--- config.mk ---
export PLATFORM = sky130hd
export DESIGN_NAME = apb_req_master_flat
export DESIGN_NICKNAME = d
export VERILOG_FILES = /design/src/rtl/apb_req_master_if.sv /design/src/rtl/apb_req_master.sv /design/src/flat_wrapper.sv
export SDC_FILE = /design/constraint.sdc
export NUM_CORES = 1
export LEC_CHECK = 0
export CAP_MARGIN = 10
export CORE_UTILIZATION = 44
export CTS_BUF_LIST = sky130_fd_sc_hd__clkbuf_4 sky130_fd_sc_hd__clkbuf_8
export CTS_CLUSTER_SIZE = 16
export DETAILED_ROUTE_END_ITERATION = 10
export PLACE_DENSITY = 0.82
export SKIP_LAST_GASP = 1
export SLEW_MARGIN = 10
export SYNTH_ARGS = -nofsm -noshare
export SYNTH_HDL_FRONTEND = slang
export SYNTH_SLANG_ARGS = --single-unit
--- constraint.sdc ---
create_clock -name clk -period 2.6 [get_ports clk]
set_clock_uncertainty 0.2 [all_clocks]
set_input_delay 0.39 -clock clk [delete_from_list [all_inputs] [get_ports clk]]
set_output_delay 0.39 -clock clk [all_outputs]
set_load 0.03 [all_outputs]
--- src/rtl/apb_req_master_if.sv ---
`timescale 1ns/1ps
`default_nettype none
// ============================================================================
// apb_req_master_if : request/response channels plus the APB bus of the requester
// Revision: 1.0
// ============================================================================
interface apb_req_master_if #(
    parameter int ADDR_W = 20,
    parameter int DATA_W = 16
);
    localparam int STRB_W = DATA_W / 8;

    // Request channel
    logic              req_valid;
    logic              req_ready;
    logic              req_write;
    logic [ADDR_W-1:0] req_addr;
    logic [DATA_W-1:0] req_wdata;
    logic [STRB_W-1:0] req_strb;

    // Response channel
    logic              rsp_valid;
    logic              rsp_ready;
    logic [DATA_W-1:0] rsp_rdata;
    logic              rsp_err;
    logic              rsp_timeout;

    // APB bus
    logic [1:0]        psel;
    logic              penable;
    logic [ADDR_W-1:0] paddr;
    logic [DATA_W-1:0] pwdata;
    logic              pwrite;
    logic [STRB_W-1:0] pstrb;
    logic [DATA_W-1:0] prdata;
    logic              pready;
    logic              pslverr;

    modport master (
        input  req_valid, req_write, req_addr, req_wdata, req_strb,
        input  rsp_ready,
        input  prdata, pready, pslverr,
        output req_ready,
        output rsp_valid, rsp_rdata, rsp_err, rsp_timeout,
        output psel, penable, paddr, pwdata, pwrite, pstrb
    );

    modport slave (
        output req_valid, req_write, req_addr, req_wdata, req_strb,
        output rsp_ready,
        output prdata, pready, pslverr,
        input  req_ready,
        input  rsp_valid, rsp_rdata, rsp_err, rsp_timeout,
        input  psel, penable, paddr, pwdata, pwrite, pstrb
    );
endinterface
`default_nettype wire

--- src/rtl/apb_req_master.sv ---
`timescale 1ns/1ps
`default_nettype none
// ============================================================================
// apb_req_master : single-outstanding valid/ready to APB requester with timeout
// Revision: 1.0
// ============================================================================
module apb_req_master #(
    parameter int ADDR_W  = 20,
    parameter int DATA_W  = 16,
    parameter int TIMEOUT = 16
) (
    input  logic             clk,
    input  logic             reset_n,
    apb_req_master_if.master bus
);
    localparam int STRB_W = DATA_W / 8;
    localparam int CNT_W  = 8;
    localparam logic [CNT_W-1:0] TIMEOUT_CNT = CNT_W'(TIMEOUT);

    typedef enum logic [1:0] {
        ST_IDLE   = 2'd0,
        ST_SETUP  = 2'd1,
        ST_ACCESS = 2'd2,
        ST_RESP   = 2'd3
    } state_e;

    state_e            state_q,       state_d;
    logic              req_ready_q,   req_ready_d;
    logic              rsp_valid_q,   rsp_valid_d;
    logic [DATA_W-1:0] rsp_rdata_q,   rsp_rdata_d;
    logic              rsp_err_q,     rsp_err_d;
    logic              rsp_timeout_q, rsp_timeout_d;
    logic [1:0]        psel_q,        psel_d;
    logic              penable_q,     penable_d;
    logic [ADDR_W-1:0] paddr_q,       paddr_d;
    logic [DATA_W-1:0] pwdata_q,      pwdata_d;
    logic              pwrite_q,      pwrite_d;
    logic [STRB_W-1:0] pstrb_q,       pstrb_d;
    logic [CNT_W-1:0]  cnt_q,         cnt_d;
    logic [CNT_W-1:0]  w_cnt_inc;

    assign w_cnt_inc = cnt_q + CNT_W'(1);

    always_ff @(posedge clk or negedge reset_n) begin
        if (!reset_n) begin
            state_q       <= ST_IDLE;
            req_ready_q   <= 1'b0;
            rsp_valid_q   <= 1'b0;
            rsp_rdata_q   <= '0;
            rsp_err_q     <= 1'b0;
            rsp_timeout_q <= 1'b0;
            psel_q        <= 2'b00;
            penable_q     <= 1'b0;
            paddr_q       <= '0;
            pwdata_q      <= '0;
            pwrite_q      <= 1'b0;
            pstrb_q       <= '0;
            cnt_q         <= '0;
        end else begin
            state_q       <= state_d;
            req_ready_q   <= req_ready_d;
            rsp_valid_q   <= rsp_valid_d;
            rsp_rdata_q   <= rsp_rdata_d;
            rsp_err_q     <= rsp_err_d;
            rsp_timeout_q <= rsp_timeout_d;
            psel_q        <= psel_d;
            penable_q     <= penable_d;
            paddr_q       <= paddr_d;
            pwdata_q      <= pwdata_d;
            pwrite_q      <= pwrite_d;
            pstrb_q       <= pstrb_d;
            cnt_q         <= cnt_d;
        end
    end

    always_comb begin
        state_d       = state_q;
        req_ready_d   = 1'b0;
        rsp_valid_d   = rsp_valid_q;
        rsp_rdata_d   = rsp_rdata_q;
        rsp_err_d     = rsp_err_q;
        rsp_timeout_d = rsp_timeout_q;
        psel_d        = psel_q;
        penable_d     = penable_q;
        paddr_d       = paddr_q;
        pwdata_d      = pwdata_q;
        pwrite_d      = pwrite_q;
        pstrb_d       = pstrb_q;
        cnt_d         = cnt_q;

        case (state_q)
            ST_IDLE: begin
                req_ready_d = 1'b1;
                if (bus.req_valid && req_ready_q) begin
                    req_ready_d = 1'b0;
                    paddr_d     = bus.req_addr;
                    pwdata_d    = bus.req_wdata;
                    pwrite_d    = bus.req_write;
                    pstrb_d     = bus.req_write ? bus.req_strb : '0;
                    psel_d      = bus.req_addr[ADDR_W-1] ? 2'b10 : 2'b01;
                    penable_d   = 1'b0;
                    cnt_d       = '0;
                    state_d     = ST_SETUP;
                end
            end

            ST_SETUP: begin
                penable_d = 1'b1;
                state_d   = ST_ACCESS;
            end

            ST_ACCESS: begin
                // pready is checked first so a completion on the final wait cycle wins over the abort
                if (bus.pready) begin
                    rsp_rdata_d   = pwrite_q ? '0 : bus.prdata;
                    rsp_err_d     = bus.pslverr;
                    rsp_timeout_d = 1'b0;
                    rsp_valid_d   = 1'b1;
                    psel_d        = 2'b00;
                    penable_d     = 1'b0;
                    state_d       = ST_RESP;
                end else begin
                    cnt_d = w_cnt_inc;
                    if (w_cnt_inc == TIMEOUT_CNT) begin
                        rsp_rdata_d   = '0;
                        rsp_err_d     = 1'b1;
                        rsp_timeout_d = 1'b1;
                        rsp_valid_d   = 1'b1;
                        psel_d        = 2'b00;
                        penable_d     = 1'b0;
                        state_d       = ST_RESP;
                    end
                end
            end

            ST_RESP: begin
                if (bus.rsp_ready) begin
                    rsp_valid_d = 1'b0;
                    req_ready_d = 1'b1;
                    state_d     = ST_IDLE;
                end
            end

            default: begin
                state_d = ST_IDLE;
            end
        endcase
    end

    assign bus.req_ready   = req_ready_q;
    assign bus.rsp_valid   = rsp_valid_q;
    assign bus.rsp_rdata   = rsp_rdata_q;
    assign bus.rsp_err     = rsp_err_q;
    assign bus.rsp_timeout = rsp_timeout_q;
    assign bus.psel        = psel_q;
    assign bus.penable     = penable_q;
    assign bus.paddr       = paddr_q;
    assign bus.pwdata      = pwdata_q;
    assign bus.pwrite      = pwrite_q;
    assign bus.pstrb       = pstrb_q;
endmodule
`default_nettype wire

--- src/flat_wrapper.sv ---
// flat-port wrapper written by rule: the top's interface ports become plain ports
module apb_req_master_flat 
#(
    parameter int ADDR_W  = 20,
    parameter int DATA_W  = 16,
    parameter int TIMEOUT = 16
)
  (clk, reset_n, bus_req_valid, bus_req_write, bus_req_addr, bus_req_wdata, bus_req_strb, bus_rsp_ready, bus_prdata, bus_pready, bus_pslverr, bus_req_ready, bus_rsp_valid, bus_rsp_rdata, bus_rsp_err, bus_rsp_timeout, bus_psel, bus_penable, bus_paddr, bus_pwdata, bus_pwrite, bus_pstrb);
  apb_req_master_if #(.ADDR_W(ADDR_W), .DATA_W(DATA_W)) bus_i ();
  input  logic clk;
  input  logic reset_n;
  input wire logic [$bits(bus_i.req_valid)-1:0] bus_req_valid;
  input wire logic [$bits(bus_i.req_write)-1:0] bus_req_write;
  input wire logic [$bits(bus_i.req_addr)-1:0] bus_req_addr;
  input wire logic [$bits(bus_i.req_wdata)-1:0] bus_req_wdata;
  input wire logic [$bits(bus_i.req_strb)-1:0] bus_req_strb;
  input wire logic [$bits(bus_i.rsp_ready)-1:0] bus_rsp_ready;
  input wire logic [$bits(bus_i.prdata)-1:0] bus_prdata;
  input wire logic [$bits(bus_i.pready)-1:0] bus_pready;
  input wire logic [$bits(bus_i.pslverr)-1:0] bus_pslverr;
  output wire logic [$bits(bus_i.req_ready)-1:0] bus_req_ready;
  output wire logic [$bits(bus_i.rsp_valid)-1:0] bus_rsp_valid;
  output wire logic [$bits(bus_i.rsp_rdata)-1:0] bus_rsp_rdata;
  output wire logic [$bits(bus_i.rsp_err)-1:0] bus_rsp_err;
  output wire logic [$bits(bus_i.rsp_timeout)-1:0] bus_rsp_timeout;
  output wire logic [$bits(bus_i.psel)-1:0] bus_psel;
  output wire logic [$bits(bus_i.penable)-1:0] bus_penable;
  output wire logic [$bits(bus_i.paddr)-1:0] bus_paddr;
  output wire logic [$bits(bus_i.pwdata)-1:0] bus_pwdata;
  output wire logic [$bits(bus_i.pwrite)-1:0] bus_pwrite;
  output wire logic [$bits(bus_i.pstrb)-1:0] bus_pstrb;
  assign bus_i.req_valid = bus_req_valid;
  assign bus_i.req_write = bus_req_write;
  assign bus_i.req_addr = bus_req_addr;
  assign bus_i.req_wdata = bus_req_wdata;
  assign bus_i.req_strb = bus_req_strb;
  assign bus_i.rsp_ready = bus_rsp_ready;
  assign bus_i.prdata = bus_prdata;
  assign bus_i.pready = bus_pready;
  assign bus_i.pslverr = bus_pslverr;
  assign bus_req_ready = bus_i.req_ready;
  assign bus_rsp_valid = bus_i.rsp_valid;
  assign bus_rsp_rdata = bus_i.rsp_rdata;
  assign bus_rsp_err = bus_i.rsp_err;
  assign bus_rsp_timeout = bus_i.rsp_timeout;
  assign bus_psel = bus_i.psel;
  assign bus_penable = bus_i.penable;
  assign bus_paddr = bus_i.paddr;
  assign bus_pwdata = bus_i.pwdata;
  assign bus_pwrite = bus_i.pwrite;
  assign bus_pstrb = bus_i.pstrb;
  apb_req_master #(.ADDR_W(ADDR_W), .DATA_W(DATA_W), .TIMEOUT(TIMEOUT)) u_core (.clk(clk), .reset_n(reset_n), .bus(bus_i));
endmodule
==> impl_metrics.csv <==
group,metric,value,unit
run_status,outcome,"finished, violations left",
run_status,violations,"DRC, hold timing",
finish,layout-drive-gt1-share,20.4,%
finish,mostFrequentLayoutCell,"clkdlybuf4s50_1",
global_route,antenna_found_initial,0,
routing,met1_length,2.78,mm
timing,worst_pin_slew,887,ps
finish,antenna_cells,0,
setup_path,required,2620,ps
floorplanning,initial_utilization,46.5,%
clock_tree,clk-insertion-delay-late,330,ps
clock_tree,ctsResizeCount,0,
routing,drt_iter0_markers,89,
global_route,grt_pass1_wl,11.5,mm
power_and_ir_drop,powerDensity,1230,nW/um^2
setup_path,worst_setup_path_start_kind,"register",
timing,final_max_slew_viol_count,0,
synthesis,synth_top_flop_cell,"dfrtp_1",
synthesis,synthArstFlopShare,100,%
synthesis,synth_edf_count,0,
place,gp_congestion,0.831,
clock_tree,post-cts-setup-buffer-count,0,
timing,clock.fmax,0.416,GHz
finish,stdcell_count,440,
synthesis,yosysWarnings,0,
finish,area_growth,49.0,%
clock_tree,clock_sinks,72,
routing,topRoutingLayerUsed,"met4",
worst_hold_path,hold_class,"in2async",
finish,post-route-util,69.3,%
setup_path,end_kind,"register",
place,numPortBuffers,122,
synthesis,avgSynthCellArea,13.0,um^2
setup_path,worstRegToRegCells,6,
routing,routed-wl-met2,3.38,mm
setup_path,cp_num_cells,6,
global_route,grt.overflow.total,0,
floorplanning,die_h,84.9,um
setup_path,slowest_stage,"dfrtp_1",
setup_path,cp_data_arrival_time,2420,ps
floorplanning,dieArea,7210,um^2
timing,relSlewSlack,40.8,%
synthesis,ys_seq_area_share,59.6,%
job,maxCapViolations,0,
place,place_worst_setup_slack,245,ps
place,dp_cells,425,
synthesis,syn_nets,298,
timing,fin_crit_sh,92.5,%
routing,viasPerCell,5.34,
routing,antenna_left,0,
floorplanning,core-area,6490,um^2
global_route,grt_pass1_vias,2379,
power_and_ir_drop,ir_drop,0.758,mV
setup_path,slowest_delay,490,ps
clock_tree,cts_root_buf,"clkbuf_8",
timing,grt_setup_unrepaired,"false",
place,place_area,4320,um^2
synthesis,synth_cell_types,38,
setup_path,path_cells,"ha_1, nand2_1, nor3_1, a41oi_2, a211oi_1, mux2_2",
routing,wl_met3,647,um
global_route,grt_start_max_net_pins,73,
routing,drt-wirelength-per-cell,15.9,um
synthesis,synth.cell_area,3020,um^2
clock_tree,cts_tree,"done",
routing,vias,2350,
setup_path,critical_path_buf_inv_count,0,
power_and_ir_drop,power,5.53,mW
clock_tree,path_clk_slew,80,ps
routing,routed_wl,6.98,mm
routing,drc,5,
setup_path,rrSetupSlack,200,ps
synthesis,yosys_register_bits,72,
timing,layout_setup_ws,196,ps
setup_path,critPathMaxFanout,8,
finish,nNetsFinal,425,
clock_tree,hold_buffers,0,
finish,postLayoutCellArea,4500,um^2
power_and_ir_drop,leakagePower,1.93,nW
clock_tree,ctsLongestPathBuffers,2,
timing,finalSetupViolCount,0,
place,hpwlAfterDp,4.92,mm
floorplanning,row_count,29,
clock_tree,cts_made_buffers,9,
timing,tns,0,ps
routing,drtPass1Iterations,7,
synthesis,synthCells,232,
timing,whs,-27.0,ps
setup_path,crit_family,"compound AO/OA/AOI/OAI gates",
setup_path,worstSetupPathType,"reg2reg",
finish,layout_common_cells,"121 x clkdlybuf4s50_1, 72 x dfrtp_1, 39 x mux2_2",
global_route,grt_util_all_layers,20.7,%
floorplanning,io-pin-count,123,
timing,hold_viol,35,
clock_tree,h-tree-depth,3,
floorplanning,chipWidth,84.9,um
timing,fin_crit,2400,ps
-- synth_stat cells (2+ instances only) --
library cell   n  area share [%]
dfrtp_1       72              60
a21oi_1        9             1.5
nand3_1        7             1.2
o21ai_0        7             1.2
o22ai_1        2            0.41
nand4_1        2            0.41
inv_1          7            0.87
nor2b_1        4            0.83
nor3_1         4            0.66
a211oi_1       2            0.50
nand2_1       18             2.2
a22o_1         9             2.6
nor2_1         8            0.99
clkbuf_1       5            0.62
mux2_2        39              15
ha_1           5             2.1
buf_2          2            0.33
a22o_2         9             3.0
mux2i_1        2            0.66
-- path summary, 6_finish.rpt --
check	from	to
max	u_core.cnt_q[0]	u_core.state_q[1]
min	reset_n	u_core.bus.paddr[12]
max reg2reg	u_core.cnt_q[0]	u_core.state_q[1]
min reg2reg	u_core.bus.pstrb[1]	u_core.bus.pstrb[1]
max in group asynchronous	reset_n	u_core.bus.pwdata[10]
min in group clk	u_core.bus.pstrb[1]	u_core.bus.pstrb[1]
-- cell families after synthesis --
group | after synthesis | synth area share (%)
flip-flops | 72 | 59.6
AND/OR/NAND/NOR | 49 | 7.99
AO/OA/AOI/OAI | 48 | 12.2
multiplexers | 41 | 15.2
buffers and inverters | 17 | 2.98
adder cells (fa/ha/maj) | 5 | 2.07
-- registers in the layout (all words and copies together) (netlist names) --
register and flops:
u_core.bus.penable 1, u_core.state_q 2, u_core.cnt_q 8, u_core.bus.pwdata 16
u_core.bus.paddr 20, u_core.bus.rsp_rdata 16, u_core.bus.rsp_timeout 1, u_core.bus.rsp_err 1
u_core.bus.pstrb 2, u_core.bus.pwrite 1, u_core.bus.req_ready 1, u_core.bus.psel 2
u_core.bus.rsp_valid 1
-- metal layers --
layer / GRT usage [%] / vias to the layer above
li1: - / 1090
met1: 25.1 / 1155
met2: 32.7 / 90
met3: 8.46 / 15
met4: 9.24 / 0
met5: 0 / -
-- final cells by class --
cell class,instances,area [um^2]
clock buffers,9,124
clock inverters,6,61.3
fillers,467,1990
inverters,7,26.3
multi-input cells,143,1130
flip-flops and latches,72,1800
well taps,77,96.3
repair buffers,126,1260
-- power by group --
group	leakage [nW]	internal (mW)	total, mW	switching [mW]
logic	0.923	1.30	2.82	1.51
registers	0.910	1.58	1.87	0.288
clock network	0.0948	0.434	0.844	0.410
total	1.93	3.32	5.53	2.21
(Power assumes the default switching activity.)
